[config.mk]
export PLATFORM = sky130hd
export DESIGN_NAME = riscv_run_ctrl
export DESIGN_NICKNAME = d
export VERILOG_FILES = /design/src/rtl/riscv_pkg.sv /design/src/rtl/riscv_load_ptr.sv /design/src/rtl/riscv_run_ctrl.sv
export SDC_FILE = /design/constraint.sdc
export NUM_CORES = 1
export LEC_CHECK = 0
export BUFFER_PORTS_ARGS = -buffer_cell sky130_fd_sc_hd__buf_2
export CAP_MARGIN = 40
export CORE_ASPECT_RATIO = 0.7
export CORE_UTILIZATION = 50
export DETAILED_ROUTE_END_ITERATION = 16
export HOLD_SLACK_MARGIN = 0.05
export PLACE_DENSITY = 0.8
export SYNTH_ARGS = -nofsm -noshare
export SYNTH_HDL_FRONTEND = slang
export SYNTH_SLANG_ARGS = --single-unit
[constraint.sdc]
create_clock -name clk -period 3.16 [get_ports clk]
set_input_delay 0.316 -clock clk [delete_from_list [all_inputs] [get_ports clk]]
set_output_delay 0.316 -clock clk [all_outputs]
set_load 0.02 [all_outputs]
[src/rtl/riscv_pkg.sv]
// Shared constants and state type for the RISC-V boot/run sequencer.
package riscv_pkg;

   localparam int XLEN = 32;

   localparam logic [6:0] OPC_SYSTEM = 7'b1110011;
   // ecall is the SYSTEM opcode with every other field zero
   localparam logic [XLEN-1:0] ECALL_INSTR = {25'd0, OPC_SYSTEM};

   typedef enum logic [1:0] {
      ST_IDLE,
      ST_LOAD,
      ST_RUN,
      ST_END
   } run_state_t;

endpackage

[src/rtl/riscv_load_ptr.sv]
// Instruction-memory write pointer: word address, last-slot flag and image word count.
module riscv_load_ptr #(
   parameter int IMEM_DEPTH = 256,
   parameter int ADDR_W     = 8
) (
   input  logic              clk,
   input  logic              rst,
   input  logic              clear,
   input  logic              advance,
   output logic [ADDR_W-1:0] ptr,
   output logic              last_slot,
   output logic [ADDR_W:0]   words_loaded
);

   assign last_slot = (ptr == ADDR_W'(IMEM_DEPTH - 1));

   // NOTE: sequential state uses non-blocking assignments so every register samples pre-edge values.
   always_ff @(posedge clk or posedge rst) begin
      if (rst) begin
         ptr          <= '0;
         words_loaded <= '0;
      end else if (clear) begin
         ptr          <= '0;
         words_loaded <= '0;
      end else if (advance) begin
         ptr          <= ptr + 1'b1;
         words_loaded <= words_loaded + 1'b1;
      end
   end

endmodule

[src/rtl/riscv_run_ctrl.sv]
// Boot/run sequencer: streams an image into IMEM, then runs the core until ecall.
// Optional cycle-budget watchdog enabled by defining RUN_WATCHDOG_EN.
module riscv_run_ctrl
   import riscv_pkg::*;
#(
   parameter int              IMEM_DEPTH = 256,
   parameter int              ADDR_W     = 8,
   parameter logic [XLEN-1:0] HALT_INSTR = ECALL_INSTR,
   parameter int              MAX_CYCLES = 1024
) (
   input  logic              clk,
   input  logic              rst,
   input  logic              start,
   input  logic              load_valid,
   output logic              load_ready,
   input  logic [XLEN-1:0]   load_data,
   input  logic              load_last,
   output logic              imem_we,
   output logic [ADDR_W-1:0] imem_waddr,
   output logic [XLEN-1:0]   imem_wdata,
   output logic              core_rst,
   input  logic [XLEN-1:0]   core_instr,
   output logic              busy,
   output logic              done,
   output logic              error,
   output logic [ADDR_W:0]   words_loaded,
   output logic [31:0]       cycles_run
);

`ifdef RUN_WATCHDOG_EN
   localparam bit WATCHDOG = 1'b1;
`else
   localparam bit WATCHDOG = 1'b0;
`endif

   run_state_t        state, state_next;
   logic              drain;
   logic              handshake, start_seq, overflow, halt_hit, expire, last_slot;
   logic [ADDR_W-1:0] ptr;
   logic [31:0]       cycles_inc;

   // drain marks the cycle the final image word is being written; no new word is taken
   assign load_ready = (state == ST_LOAD) && !drain;
   assign busy       = (state == ST_LOAD) || (state == ST_RUN);
   assign core_rst   = (state != ST_RUN);
   assign handshake  = load_valid && load_ready;
   assign start_seq  = start && ((state == ST_IDLE) || (state == ST_END));
   assign overflow   = handshake && !load_last && last_slot;
   assign halt_hit   = (state == ST_RUN) && (core_instr == HALT_INSTR);
   assign cycles_inc = (cycles_run == 32'hFFFF_FFFF) ? cycles_run : cycles_run + 32'd1;
   assign expire     = WATCHDOG && (state == ST_RUN) && (cycles_inc == 32'(MAX_CYCLES));

   riscv_load_ptr #(
      .IMEM_DEPTH (IMEM_DEPTH),
      .ADDR_W     (ADDR_W)
   ) u_load_ptr (
      .clk          (clk),
      .rst          (rst),
      .clear        (start_seq),
      .advance      (handshake),
      .ptr          (ptr),
      .last_slot    (last_slot),
      .words_loaded (words_loaded)
   );

   // NOTE: next state is defaulted first so no path through the case can infer a latch.
   always_comb begin
      state_next = state;
      case (state)
         ST_IDLE, ST_END: if (start) state_next = ST_LOAD;
         ST_LOAD: begin
            if (drain)         state_next = ST_RUN;
            else if (overflow) state_next = ST_END;
         end
         ST_RUN: if (halt_hit || expire) state_next = ST_END;
         default: state_next = ST_IDLE;
      endcase
   end

   always_ff @(posedge clk or posedge rst) begin
      if (rst) begin
         state      <= ST_IDLE;
         drain      <= 1'b0;
         imem_we    <= 1'b0;
         imem_waddr <= '0;
         imem_wdata <= '0;
         done       <= 1'b0;
         error      <= 1'b0;
         cycles_run <= '0;
      end else begin
         state   <= state_next;
         drain   <= handshake && load_last;
         imem_we <= handshake;
         if (handshake) begin
            imem_waddr <= ptr;
            imem_wdata <= load_data;
         end
         if (start_seq) begin
            done       <= 1'b0;
            error      <= 1'b0;
            cycles_run <= '0;
         end else begin
            if (halt_hit) done <= 1'b1;
            // a halt on the expiry cycle wins over the watchdog
            if (overflow || (expire && !halt_hit)) error <= 1'b1;
            if (state == ST_RUN) cycles_run <= cycles_inc;
         end
      end
   end

endmodule

==> summary.md <==
| Metric | Value |
|---|---|
| Status | complete, no violations |
| Core ar. | about 0.0085 mm^2 |
| Power density over the cells | between 700 and 800 mW/mm^2 |
| Die Span X | between 100 and 150 um |
| RSZ-0062 raised after global routing | no |
| Syn_nets | around 560 |
| DRC | 0 |
| CTS Sinks | 95 |
| Slew @ Worst Pin | just under 0.8 ns |
| Antenna diode count | 0 |
| Antenna violations before repair | 0 |
| Cell Area, Synth | about 0.0044 mm^2 |
| Die Y | 80.9 um |
| Syn avg cell area | a little over 9 um^2 |
| Count of flip-flops with a built-in enable after synthesis | 0 |
| IO Pins | about 160 |
| First-pass DRT Iterations | 5 |
| DRT iter0 DRCs | roughly 270 |
| YS warnings | 0 |
| Synth area leaders | dfrtp_1, nand2_1, nor2_1 |
| Post-CTS resize count | 0 |
| Crit path launch type | register |
| Buffers on Ports | between 150 and 200 |
| Clock slew at reported path FFs | roughly 0.07 ns |
| Fin. Hold Viols | 0 |
| Synth top area share | a little over half |
| Fmax | about 380 MHz |
| Post-DP HPWL | ~8.3 mm |
| GRT overflow | 0 |
| Period minus WS final | approximately 2.6 ns |
| Worst-skew pair later-pin latency | around 0.34 ns |
| Final setup fails | 0 |
| Design Area, Final | approximately 0.0057 mm^2 |
| Mapped Cells | 483 |
| Leakage | approximately 3.0 nW |
| Synth cell count leaders | nand2_1, dfrtp_1, nor2_1 |
| Final Cycle Share | between 80% and 90% |
| Largest area contributor in the netlist | dfrtp_1 |
| Number of buffers created by CTS | 9 |
| Crit path DAT | 2.86 ns |
| Clk buf depth | 2 |
| Die area | around 0.0093 mm^2 |
| Most numerous cell in the Yosys netlist | nand2_1 |
| Drt total wl | between 10 and 15 mm |
| CP endpoint kind | register |
| Flops & latches, synth | 95 |
| Vias in the first global route | around 3700 |
| Hold-fix buffer count after cts | 0 |
| Initial Util | a little over half |
| Setup Skew | between 0.006 and 0.007 ns |
| VDD IR max | 454 uV |
| Hold Crit Class | primary input to async pin |
| Synth-to-Final Area Change | 27.1% |
| Nets@finish | 711 |
| Worst Path Required | 3.39 ns |
| Vias | between 4000 and 5000 |
| Layout cells sized above 1 | between 30% and 40% |
| Synth async-reset ratio | between 90% and 100% |
| CTS tree | yes |
| CTS root buffer | clkbuf_16 |
| Placed cell areas | between 0.005 and 0.006 mm^2 |
| Global-route wire length before repair | approximately 18 mm |
| Ys flop type | dfrtp_1 |
| Max Cap Viol | 0 |
| Critical Path Fanout Max | 11 |
| Post-route setup TNS | 0 ns |
| Register area share after synthesis | between 50% and 60% |
| Largest net degree at the start of global routing | 52 |
| GP Congestion | approximately 0.87 |
| Slew Viols, Final | 0 |
| Total track usage | 25.3% |
| WL per Instance | roughly 15 um |
| Via density | 5.50 |
| Core Rows | 28 |
| Post-CTS setup buffers | 0 |
| H-tree depth | 3 |
| ANT nets after route | 0 |
| Slew HR | between 40% and 50% |
| Worst Path Class, Setup | register to register |
| Netlist cell types | 53 |
==> sequential cells by signal (all words and copies together) (netlist names) <==
name,count
cycles_run,32
imem_wdata,32
u_load_ptr.words_loaded,9
imem_waddr,8
u_load_ptr.ptr,8
state,2
done,1
drain,1
error,1
imem_we,1
==> where the power goes <==
group	internal [mW]	total [mW]	leakage [nW]	switching (mW)
Clock	0.553	1.05	0.145	0.501
Combinational	0.471	1.48	1.63	1.00
Sequential	1.47	1.63	1.27	0.156
Total	2.50	4.16	3.05	1.66
==> cells by family after synthesis <==
| logic type | synth area share [%] |
|---|---|
| xor+xnor | 4.13 |
| mux | 0.225 |
| buf+inv | 2.67 |
| fa+ha+maj | 1.41 |
| compound gates | 10.3 |
| simple gates | 27.9 |
| flops | 53.4 |
==> worst paths after layout <==
path / startpoint / slack, ns / endpoint / cells past startpoint
worst max register to register: state[0] / 0.53 / cycles_run[29] / 7
min in group clk: load_data[8] / 0.16 / imem_wdata[8] / 3
max in group asynchronous: rst / 2.34 / imem_wdata[26] / 3
worst max-delay path: state[0] / 0.53 / cycles_run[29] / 7
worst min register to register: imem_waddr[0] / 0.47 / imem_waddr[0] / 2
worst min-delay path: rst / 0.05 / cycles_run[9] / 2
==> worst max-delay path: stages (launching register included) <==
cell,delay (ns)
dfrtp_1,0.40
inv_1,0.09
ha_1,0.34
and3_2,0.24
nand2_1,0.22
a2111oi_4,0.79
a31oi_1,0.18
a41o_2,0.26
==> routing by layer <==
layer	vias up	global-route usage, %	routed length, um
li1	1988	-	-
met1	2026	34.1	5160
met2	157	40.6	5270
met3	19	5.22	755
met4	0	9.87	234
met5	-	0	0
==> layout make-up <==
type                       count  area, um^2
inverter                       7        28.8
tap                          120         150
sequential                    95        2380
clock inverter                 7        67.6
timing repair buffer         164         851
fill                         735        2900
multi-input combinational    360        1950
clock buffer                   9         225
==> through the flow <==
stage	total power, mW	hold WS (ns)	cells	util [%]	setup slack, ns
global placement	3.04	0.427	745	62.5	0.725
detailed placement	3.12	0.437	746	62.7	0.614
global route	4.40	0.0981	762	66.1	0.440
CTS	4.18	0.0652	762	66.1	0.602
finish	4.16	0.0481	762	66.1	0.534
floorplan	2.57	0.421	483	-	0.367
==> cells in the final DEF (no fill, tap or decap), types with 6 or more instances in the layout <==
master,Yosys,final
o21ai_0,8,8
nor2_1,44,44
dfrtp_1,95,95
buf_2,1,155
clkbuf_16,0,9
a31oi_1,11,11
nor4_1,10,10
a21oi_1,14,14
xor2_1,9,9
xnor2_1,12,12
nand4_1,8,8
nor3_1,6,6
nand3_1,19,19
nand2_1,148,148
buf_4,1,8
and3_1,7,7
inv_1,7,6
(Power assumes the default switching activity.)
